File: src/rtl/iob_ext_dp_arbiter_if.sv
// Two IOb-native requesters and one Versat ext_dp RAM port, bundled for the arbiter.
// slave = arbiter view, master = environment (requesters + RAM) view.
interface iob_ext_dp_arbiter_if #(
  parameter int unsigned ADDR_W = 12,
  parameter int unsigned DATA_W = 32
);
  localparam int unsigned STRB_W = DATA_W / 8;

  logic              m0_iob_valid_i;
  logic [ADDR_W-1:0] m0_iob_addr_i;
  logic [DATA_W-1:0] m0_iob_wdata_i;
  logic [STRB_W-1:0] m0_iob_wstrb_i;
  logic              m0_iob_ready_o;
  logic              m0_iob_rvalid_o;
  logic [DATA_W-1:0] m0_iob_rdata_o;

  logic              m1_iob_valid_i;
  logic [ADDR_W-1:0] m1_iob_addr_i;
  logic [DATA_W-1:0] m1_iob_wdata_i;
  logic [STRB_W-1:0] m1_iob_wstrb_i;
  logic              m1_iob_ready_o;
  logic              m1_iob_rvalid_o;
  logic [DATA_W-1:0] m1_iob_rdata_o;

  logic [ADDR_W-1:0] mem_addr_o;
  logic [DATA_W-1:0] mem_out_o;
  logic [DATA_W-1:0] mem_in_i;
  logic              mem_enable_o;
  logic              mem_write_o;

  modport slave (
    input  m0_iob_valid_i, m0_iob_addr_i, m0_iob_wdata_i, m0_iob_wstrb_i,
    output m0_iob_ready_o, m0_iob_rvalid_o, m0_iob_rdata_o,
    input  m1_iob_valid_i, m1_iob_addr_i, m1_iob_wdata_i, m1_iob_wstrb_i,
    output m1_iob_ready_o, m1_iob_rvalid_o, m1_iob_rdata_o,
    output mem_addr_o, mem_out_o, mem_enable_o, mem_write_o,
    input  mem_in_i
  );

  modport master (
    output m0_iob_valid_i, m0_iob_addr_i, m0_iob_wdata_i, m0_iob_wstrb_i,
    input  m0_iob_ready_o, m0_iob_rvalid_o, m0_iob_rdata_o,
    output m1_iob_valid_i, m1_iob_addr_i, m1_iob_wdata_i, m1_iob_wstrb_i,
    input  m1_iob_ready_o, m1_iob_rvalid_o, m1_iob_rdata_o,
    input  mem_addr_o, mem_out_o, mem_enable_o, mem_write_o,
    output mem_in_i
  );
endinterface

File: src/rtl/iob_ext_dp_arbiter.sv
// Round-robin arbiter sharing one ext_dp RAM port between two IOb masters,
// with bounded bursts and read-modify-write for byte-strobed writes.
module iob_ext_dp_arbiter #(
  parameter int unsigned ADDR_W    = 12,
  parameter int unsigned DATA_W    = 32,
  parameter int unsigned MAX_BURST = 4
) (
  input logic                 clk_i,
  input logic                 arst_n_i,
  iob_ext_dp_arbiter_if.slave bus
);
  localparam int unsigned STRB_W = DATA_W / 8;
  localparam int unsigned CNT_W  = (MAX_BURST > 1) ? $clog2(MAX_BURST) : 1;

  typedef enum logic {ST_ARB = 1'b0, ST_MERGE = 1'b1} state_t;

  state_t            state_q, state_d;
  logic              prio_q, prio_d;
  logic [CNT_W-1:0]  cnt_q, cnt_d;
  logic              rv0_q, rv0_d, rv1_q, rv1_d;
  logic [ADDR_W-1:0] lat_addr_q, lat_addr_d;
  logic [DATA_W-1:0] lat_wdata_q, lat_wdata_d;
  logic [STRB_W-1:0] lat_wstrb_q, lat_wstrb_d;

  logic              contested;
  logic              win;
  logic [ADDR_W-1:0] w_addr;
  logic [DATA_W-1:0] w_wdata;
  logic [STRB_W-1:0] w_wstrb;

  logic              ready0_c, ready1_c;
  logic              mem_en_c, mem_we_c;
  logic [ADDR_W-1:0] mem_addr_c;
  logic [DATA_W-1:0] mem_out_c;

  // Winner: the lone requester, or prio when both ask.
  assign contested = bus.m0_iob_valid_i & bus.m1_iob_valid_i;
  assign win       = contested ? prio_q : bus.m1_iob_valid_i;
  assign w_addr    = win ? bus.m1_iob_addr_i  : bus.m0_iob_addr_i;
  assign w_wdata   = win ? bus.m1_iob_wdata_i : bus.m0_iob_wdata_i;
  assign w_wstrb   = win ? bus.m1_iob_wstrb_i : bus.m0_iob_wstrb_i;

  always_ff @(posedge clk_i or negedge arst_n_i) begin
    if (!arst_n_i) begin
      state_q     <= ST_ARB;
      prio_q      <= 1'b0;
      cnt_q       <= '0;
      rv0_q       <= 1'b0;
      rv1_q       <= 1'b0;
      lat_addr_q  <= '0;
      lat_wdata_q <= '0;
      lat_wstrb_q <= '0;
    end else begin
      state_q     <= state_d;
      prio_q      <= prio_d;
      cnt_q       <= cnt_d;
      rv0_q       <= rv0_d;
      rv1_q       <= rv1_d;
      lat_addr_q  <= lat_addr_d;
      lat_wdata_q <= lat_wdata_d;
      lat_wstrb_q <= lat_wstrb_d;
    end
  end

  always_comb begin
    state_d     = state_q;
    prio_d      = prio_q;
    cnt_d       = cnt_q;
    rv0_d       = 1'b0;
    rv1_d       = 1'b0;
    lat_addr_d  = lat_addr_q;
    lat_wdata_d = lat_wdata_q;
    lat_wstrb_d = lat_wstrb_q;
    ready0_c    = 1'b0;
    ready1_c    = 1'b0;
    mem_en_c    = 1'b0;
    mem_we_c    = 1'b0;
    mem_addr_c  = '0;
    mem_out_c   = '0;

    case (state_q)
      ST_ARB: begin
        if (bus.m0_iob_valid_i | bus.m1_iob_valid_i) begin
          ready0_c   = ~win;
          ready1_c   = win;
          mem_en_c   = 1'b1;
          mem_addr_c = w_addr;
          if (w_wstrb == '0) begin
            rv0_d = ~win;
            rv1_d = win;
          end else if (&w_wstrb) begin
            mem_we_c  = 1'b1;
            mem_out_c = w_wdata;
          end else begin
            // Partial write: this cycle reads the old word, MERGE writes it back.
            lat_addr_d  = w_addr;
            lat_wdata_d = w_wdata;
            lat_wstrb_d = w_wstrb;
            state_d     = ST_MERGE;
          end
          if (contested) begin
            if (cnt_q == CNT_W'(MAX_BURST - 1)) begin
              prio_d = ~win;
              cnt_d  = '0;
            end else begin
              prio_d = win;
              cnt_d  = cnt_q + CNT_W'(1);
            end
          end else begin
            prio_d = win;
            cnt_d  = '0;
          end
        end
      end
      ST_MERGE: begin
        mem_en_c   = 1'b1;
        mem_we_c   = 1'b1;
        mem_addr_c = lat_addr_q;
        for (int unsigned i = 0; i < STRB_W; i++) begin
          mem_out_c[8*i +: 8] = lat_wstrb_q[i] ? lat_wdata_q[8*i +: 8] : bus.mem_in_i[8*i +: 8];
        end
        state_d = ST_ARB;
      end
      default: state_d = ST_ARB;
    endcase
  end

  // Combinational outputs are forced low while reset is asserted.
  assign bus.m0_iob_ready_o  = arst_n_i & ready0_c;
  assign bus.m1_iob_ready_o  = arst_n_i & ready1_c;
  assign bus.mem_enable_o    = arst_n_i & mem_en_c;
  assign bus.mem_write_o     = arst_n_i & mem_we_c;
  assign bus.mem_addr_o      = arst_n_i ? mem_addr_c : '0;
  assign bus.mem_out_o       = arst_n_i ? mem_out_c  : '0;

  assign bus.m0_iob_rvalid_o = rv0_q;
  assign bus.m1_iob_rvalid_o = rv1_q;
  assign bus.m0_iob_rdata_o  = rv0_q ? bus.mem_in_i : '0;
  assign bus.m1_iob_rdata_o  = rv1_q ? bus.mem_in_i : '0;
endmodule

File: src/flat_wrapper.sv
// flat-port wrapper written by rule: the top's interface ports become plain ports
module iob_ext_dp_arbiter_flat 
#(
  parameter int unsigned ADDR_W    = 12,
  parameter int unsigned DATA_W    = 32,
  parameter int unsigned MAX_BURST = 4
)
  (clk_i, arst_n_i, bus_m0_iob_valid_i, bus_m0_iob_addr_i, bus_m0_iob_wdata_i, bus_m0_iob_wstrb_i, bus_m0_iob_ready_o, bus_m0_iob_rvalid_o, bus_m0_iob_rdata_o, bus_m1_iob_valid_i, bus_m1_iob_addr_i, bus_m1_iob_wdata_i, bus_m1_iob_wstrb_i, bus_m1_iob_ready_o, bus_m1_iob_rvalid_o, bus_m1_iob_rdata_o, bus_mem_addr_o, bus_mem_out_o, bus_mem_enable_o, bus_mem_write_o, bus_mem_in_i);
  iob_ext_dp_arbiter_if #(.ADDR_W(ADDR_W), .DATA_W(DATA_W)) bus_i ();
  input logic clk_i;
  input logic arst_n_i;
  input wire logic [$bits(bus_i.m0_iob_valid_i)-1:0] bus_m0_iob_valid_i;
  input wire logic [$bits(bus_i.m0_iob_addr_i)-1:0] bus_m0_iob_addr_i;
  input wire logic [$bits(bus_i.m0_iob_wdata_i)-1:0] bus_m0_iob_wdata_i;
  input wire logic [$bits(bus_i.m0_iob_wstrb_i)-1:0] bus_m0_iob_wstrb_i;
  output wire logic [$bits(bus_i.m0_iob_ready_o)-1:0] bus_m0_iob_ready_o;
  output wire logic [$bits(bus_i.m0_iob_rvalid_o)-1:0] bus_m0_iob_rvalid_o;
  output wire logic [$bits(bus_i.m0_iob_rdata_o)-1:0] bus_m0_iob_rdata_o;
  input wire logic [$bits(bus_i.m1_iob_valid_i)-1:0] bus_m1_iob_valid_i;
  input wire logic [$bits(bus_i.m1_iob_addr_i)-1:0] bus_m1_iob_addr_i;
  input wire logic [$bits(bus_i.m1_iob_wdata_i)-1:0] bus_m1_iob_wdata_i;
  input wire logic [$bits(bus_i.m1_iob_wstrb_i)-1:0] bus_m1_iob_wstrb_i;
  output wire logic [$bits(bus_i.m1_iob_ready_o)-1:0] bus_m1_iob_ready_o;
  output wire logic [$bits(bus_i.m1_iob_rvalid_o)-1:0] bus_m1_iob_rvalid_o;
  output wire logic [$bits(bus_i.m1_iob_rdata_o)-1:0] bus_m1_iob_rdata_o;
  output wire logic [$bits(bus_i.mem_addr_o)-1:0] bus_mem_addr_o;
  output wire logic [$bits(bus_i.mem_out_o)-1:0] bus_mem_out_o;
  output wire logic [$bits(bus_i.mem_enable_o)-1:0] bus_mem_enable_o;
  output wire logic [$bits(bus_i.mem_write_o)-1:0] bus_mem_write_o;
  input wire logic [$bits(bus_i.mem_in_i)-1:0] bus_mem_in_i;
  assign bus_i.m0_iob_valid_i = bus_m0_iob_valid_i;
  assign bus_i.m0_iob_addr_i = bus_m0_iob_addr_i;
  assign bus_i.m0_iob_wdata_i = bus_m0_iob_wdata_i;
  assign bus_i.m0_iob_wstrb_i = bus_m0_iob_wstrb_i;
  assign bus_m0_iob_ready_o = bus_i.m0_iob_ready_o;
  assign bus_m0_iob_rvalid_o = bus_i.m0_iob_rvalid_o;
  assign bus_m0_iob_rdata_o = bus_i.m0_iob_rdata_o;
  assign bus_i.m1_iob_valid_i = bus_m1_iob_valid_i;
  assign bus_i.m1_iob_addr_i = bus_m1_iob_addr_i;
  assign bus_i.m1_iob_wdata_i = bus_m1_iob_wdata_i;
  assign bus_i.m1_iob_wstrb_i = bus_m1_iob_wstrb_i;
  assign bus_m1_iob_ready_o = bus_i.m1_iob_ready_o;
  assign bus_m1_iob_rvalid_o = bus_i.m1_iob_rvalid_o;
  assign bus_m1_iob_rdata_o = bus_i.m1_iob_rdata_o;
  assign bus_mem_addr_o = bus_i.mem_addr_o;
  assign bus_mem_out_o = bus_i.mem_out_o;
  assign bus_mem_enable_o = bus_i.mem_enable_o;
  assign bus_mem_write_o = bus_i.mem_write_o;
  assign bus_i.mem_in_i = bus_mem_in_i;
  iob_ext_dp_arbiter #(.ADDR_W(ADDR_W), .DATA_W(DATA_W), .MAX_BURST(MAX_BURST)) u_core (.clk_i(clk_i), .arst_n_i(arst_n_i), .bus(bus_i));
endmodule
File: config.mk
export PLATFORM = sky130hd
export DESIGN_NAME = iob_ext_dp_arbiter_flat
export DESIGN_NICKNAME = d
export VERILOG_FILES = /design/src/rtl/iob_ext_dp_arbiter_if.sv /design/src/rtl/iob_ext_dp_arbiter.sv /design/src/flat_wrapper.sv
export SDC_FILE = /design/constraint.sdc
export NUM_CORES = 1
export LEC_CHECK = 0
export BUFFER_PORTS_ARGS = -buffer_cell sky130_fd_sc_hd__buf_4
export CAP_MARGIN = 20
export CORE_MARGIN = 4
export CORE_UTILIZATION = 44
export DETAILED_ROUTE_END_ITERATION = 6
export PLACE_DENSITY = 0.9
export SLEW_MARGIN = 10
export SYNTH_ARGS = -nofsm -noshare
export SYNTH_HDL_FRONTEND = slang
export SYNTH_SLANG_ARGS = --single-unit
File: constraint.sdc
create_clock -name clk_i -period 2.26 [get_ports clk_i]
set_input_delay 0.113 -clock clk_i [delete_from_list [all_inputs] [get_ports clk_i]]
set_output_delay 0.113 -clock clk_i [all_outputs]
set_load 0.1 [all_outputs]
### Word-level counts from Yosys, hierarchy flattened

Cells that the tools add are included.

| word-level totals | value |
|---|---|
| logic and storage cells | 66 |
| flip-flop bits (word level) | 54 |
| output and inout port bits | 114 |

| cells by class | value |
|---|---|
| equality and inequality tests | 1 |
| bitwise logic cells | 10 |
| add/subtract/negate cells | 1 |
| multiplexer cells | 42 |
| reduce and logical (&&, ||, !) cells | 4 |

Operators by type and width:

| operator | count |
|---|---|
| $mux 32 | 7 |
| $pmux 32 s2 | 1 |
| $mux 12 | 3 |
| $mux 8 | 4 |
| $pmux 12 s2 | 1 |
| $mux 1 | 20 |
| $reduce_and 4->1 | 2 |
| $pmux 1 s2 | 3 |
| $and 1x1->1 | 5 |
| $logic_not 4->1 | 1 |
| $mux 2 | 2 |
| $mux 4 | 1 |
| $not 1->1 | 4 |
| $add 2x1->2 const B | 1 |
| $eq 2x2->1 const B | 1 |
| $reduce_and 2->1 | 1 |
| $or 1x1->1 | 1 |

### Depth between registers and ports, before layout

| logic depth | value |
|---|---|
| depth after elaboration | 9 |
| mapped depth | 7 |
| mapped depth without buffers | 4 |

### Worst setup path after synthesis

Ideal clock, no wire load.

| timing | value |
|---|---|
| path kind | reg-to-output |
| start point | register u_core.state_q |
| end point | output port bus_mem_addr_o[10] |
| cell stages (with the launch flop) | 6 |
| setup slack | -1.134 ns |
| data arrival time | 3.281 ns |
| buffers on the path | 2 |
| required time | 2.147 ns |
| cell sequence | dfrtp_1 > clkbuf_1 > nor2_1 > clkbuf_1 > o21ai_0 > a21boi_0 |

| between the ends | value |
|---|---|
| longest elaborated chain between the ends | 3 |

Ends and longest elaborated chain:

| what | RTL line | text |
|---|---|---|
| start, declared | iob_ext_dp_arbiter.sv:17 | `state_t state_q, state_d;` |
| start signal, assigned | iob_ext_dp_arbiter.sv:54 | `state_q <= state_d;` |
| $not 1->1 (no line) | -- |  |
| $pmux 12 s2 (*) | iob_ext_dp_arbiter.sv:81 | `case (state_q)` |
| $mux 12 (*) | iob_ext_dp_arbiter.sv:133 | `assign bus.mem_addr_o = arst_n_i ? mem_addr_c : '0;` |
| end, declared | flat_wrapper.sv:26 | `output wire logic [$bits(bus_i.mem_addr_o)-1:0] bus_mem_addr_o;` |

Every way passes the cells marked *; elsewhere a longest branch is shown, timed or not.

### Final worst setup path

| timing | value |
|---|---|
| start point | register u_core.prio_q |
| end point | output port bus_mem_out_o[22] |

| between the ends | value |
|---|---|
| longest elaborated chain between the ends | 8 |
| elaborated cells on any way between the ends | 10 |
| those cells by class | mux: 8; reduce/logical: 2 |

Ends and longest elaborated chain:

| what | RTL line | text |
|---|---|---|
| start, declared | iob_ext_dp_arbiter.sv:18 | `logic prio_q, prio_d;` |
| start signal, assigned | iob_ext_dp_arbiter.sv:55 | `prio_q <= prio_d;` |
| $mux 1 (*) | iob_ext_dp_arbiter.sv:38 | `assign win = contested ? prio_q : bus.m1_iob_valid_i;` |
| $mux 4 | iob_ext_dp_arbiter.sv:41 | `assign w_wstrb = win ? bus.m1_iob_wstrb_i : bus.m0_iob_wstrb_i;` |
| $reduce_and 4->1 | iob_ext_dp_arbiter.sv:91 | `end else if (&w_wstrb) begin` |
| $mux 32 | iob_ext_dp_arbiter.sv:91 |  |
| $mux 32 (*) | iob_ext_dp_arbiter.sv:88 | `if (w_wstrb == '0) begin` |
| $mux 32 (*) | iob_ext_dp_arbiter.sv:83 | `if (bus.m0_iob_valid_i \| bus.m1_iob_valid_i) begin` |
| $pmux 32 s2 (*) | iob_ext_dp_arbiter.sv:81 |  |
| $mux 32 (*) | iob_ext_dp_arbiter.sv:134 | `assign bus.mem_out_o = arst_n_i ? mem_out_c : '0;` |
| end, declared | flat_wrapper.sv:27 | `output wire logic [$bits(bus_i.mem_out_o)-1:0] bus_mem_out_o;` |

Marks and branches as above.

==> summary.txt <==
Timing
  • Final period utilization: 95.9%
  • Final Skew: 4.40 ps
  • F_max: 0.462 GHz
  • Final Hold Fails: 0
  • Unrepaired setup endpoints after global routing: true
  • Slew margin rel.: 62.6%
  • Least-Margin Pin Slew: 560 ps
  • Minimum clock period after layout: 2170 ps
  • Post-route setup slack: 93.4 ps
  • Final slew viol count: 0
  • Final setup violation count: 0
  • Setup TNS: 0 ps

Pwr
  • PD cells: 879 mW/mm^2
  • Static Leakage: 3.42 nW
  • Peak supply drop: 0.556 mV

Global route
  • Initial antenna violation count: 0
  • Largest net degree at the start of global routing: 37
  • Number of global-route vias before repair: 4512
  • Grt total ovfl: 0
  • Total track usage: 24.9%
  • First-pass GRT wire length: 22.4 mm

Layout
  • Nets: 812
  • Ant. Diodes: 0
  • Flip-flop and latch area: 0.00135 sq mm
  • Multi-input combinational cell area: 0.00256 sq mm
  • Share of cells above drive strength 1: 44.6%
  • Fillers: 705
  • Area Overhead vs Synth: 54.1%

Clock network
  • TritonCTS clock tree: done
  • # clock sinks: 54
  • Clock transition at path regs: 90 ps
  • Root Driver: clkbuf_8
  • Cts bufs inserted: 5
  • Worst skew pair latency: 300 ps
  • H-tree Lvls: 2
  • Clock Tree Buf Depth: 2

Synthesis
  • Mapped Avg Cell Area: 9.26 sq um
  • Post-synthesis sequential area ratio: 32.8%
  • Synth async-reset ratio: 100%
  • Largest family of logic cells by synthesized area: multiplexers
  • Synth Cell Area: 0.00412 sq mm
  • Post-synth EDFFs: 0
  • Netlist cell types: 39
  • Flop and latch count out of synthesis: 54
  • Synth warn: 0
  • Adder-cell share of the synthesized area: 0.304%
  • Syn nets: 578
  • Post-Synth Simple-Gate Area: 17.8%
  • Top_reg_cell synth: dfrtp_1
  • Post-synthesis mux area share: 27.6%
  • Synth Area in Compound Gates: 14.3%
  • Xor/xnor share of the synthesized area: 0%
  • Mapped Cells: 445

Drt
  • Vias/cell: 5.46
  • Total number of vias: 4322
  • Routed wire length: 14.3 mm
  • # DRC: 0
  • Routed len/inst: 18.1 um
  • First drt pass iteration count: 5
  • DRT iter0 DRCs: 211
  • Routed Antenna Nets: 0

Critical path
  • CP bufs+invs: 2
  • Critical path class: reg -> out
  • Worst-path maximum fanout: 18
  • Startpoint Class: register
  • CP Data Arrival Time: 2050 ps
  • Critical Path RT: 2150 ps
  • CP Capture Type: primary output
  • Critical path cell sequence: nand2b_2 > a21oi_2 > o211ai_1 > buf_4 > o22ai_1 > buf_6
  • Slowest CP cell: dfrtp_1
  • Worst stage delay on the critical path: 430 ps
  • CP delay by family, top: compound AO/OA/AOI/OAI gates

Floorplanning
  • Die height: 105 um
  • Core outline area: 0.00920 sq mm
  • Die width: 105 um
  • Starting Density: 44.8%
  • Die ar.: 0.0110 sq mm
  • FP Rows: 35
  • IO Pins: 246

Place
  • DP Wirelength: 11.2 mm
  • GP Congestion: 0.902
  • Placement Setup Slack: 271 ps
  • Port bufs: 245

Run status
  • Status: completed

Run
  • Max-cap violation count: 0

Min path
  • Worst min path class: in -> reg
-- synth_stat cells, types with 6 or more instances --
library cell	n	share of area (%)
a21boi_0	24	4.4
and2_1	64	9.7
and3_1	13	2.0
buf_2	12	1.5
clkbuf_1	17	1.5
dfrtp_1	54	33
inv_1	33	3.0
mux2_1	9	2.5
mux2i_1	98	24
nand2_1	15	1.4
o21ai_0	13	1.6
o22ai_1	32	4.9
or2_1	6	0.91
or2_2	7	1.1
-- per-stage QoR --
stage	power, W	utilization, %	instances	cell area (sq um)	hold WS (ps)
CTS	0.00553	67.8	791	6240	103
detailed placement	0.00496	66.6	782	6130	-86.1
global route	0.00592	69.0	791	6350	95.2
global placement	0.00486	66.6	782	6130	-88.0
floorplan	0.00415	-	445	4170	-183
finish	0.00558	69.0	791	6350	111
-- tightest hold or removal path: cells and delay by family --
family          cells  cell delay (ps)
buf+inv             1               90
compound gates      1              110
mux                 1               60
-- registers in the layout, summed over array words and instances, names as in the netlist --
register,cells
u_core.lat_wdata_q,32
u_core.lat_addr_q,12
u_core.bus.m0_iob_rvalid_o,1
u_core.prio_q,1
u_core.lat_wstrb_q,4
u_core.cnt_q,2
u_core.state_q,1
u_core.bus.m1_iob_rvalid_o,1
-- layer usage --
metal	GRT usage [%]	vias up	routed length, um
met5	0	-	0
met3	5.13	25	931
met1	28.5	2095	5300
met4	7.59	0	283
met2	46.2	177	7810
li1	-	2025	-
-- report_power, final --
part,total (W),internal (W),switching [W]
Sequential,0.00176,0.00138,0.000373
Clock,0.000550,0.000248,0.000302
Combinational,0.00327,0.00119,0.00208
Total,0.00558,0.00282,0.00276
-- path summary, 6_finish.rpt --
path | startpoint | to | slack, ps | cells past startpoint
hold / removal | bus_m1_iob_wstrb_i[1] | u_core.lat_wstrb_q[1]$_DFFE_PN0P_ | 110 | 3
setup / recovery | u_core.prio_q$_DFFE_PN0P_ | bus_mem_out_o[22] | 90 | 6
setup reg to reg | u_core.prio_q$_DFFE_PN0P_ | u_core.lat_wdata_q[26]$_DFFE_PN0P_ | 200 | 7
min in group asynchronous | arst_n_i | u_core.prio_q$_DFFE_PN0P_ | 150 | 2
hold reg to reg | u_core.lat_wdata_q[31]$_DFFE_PN0P_ | u_core.lat_wdata_q[31]$_DFFE_PN0P_ | 500 | 1
max in group asynchronous | arst_n_i | u_core.lat_wdata_q[4]$_DFFE_PN0P_ | 1500 | 3
-- cells by family (layout without fill, tap and decap cells) --
logic type | count (synthesis) | count (layout)
buffers and inverters | 69 | 304
flip-flops | 54 | 54
adder cells (fa/ha/maj) | 1 | 1
AND/OR/NAND/NOR | 123 | 123
AO/OA/AOI/OAI | 86 | 86
multiplexers | 112 | 112
-- layout by cell type, fill, tap and decap left out, types with 13 or more instances in the layout --
cell,instances
and2_1,64
and3_1,13
buf_4,237
buf_6,24
dfrtp_1,54
inv_1,33
mux2i_1,98
nand2_1,14
o21ai_0,13
o22ai_1,29
-- area by class of cell --
class,count,share of cell area (%)
well taps,111,2.19
multi-input cells,322,40.4
clock buffers,7,1.36
flip-flops and latches,54,21.3
clock inverters,1,0.0788
inverters,33,1.95
repair buffers,263,32.7
-- timing repair --
item	4_1_cts	5_1_grt
hold buffers	1	0
setup buffers	0	0
setup endpoints to repair	7	36
hold endpoints to repair	54	0
resized for setup	2	28
pin swaps	0	0
Note: power is estimated with default switching activity, not from simulation.
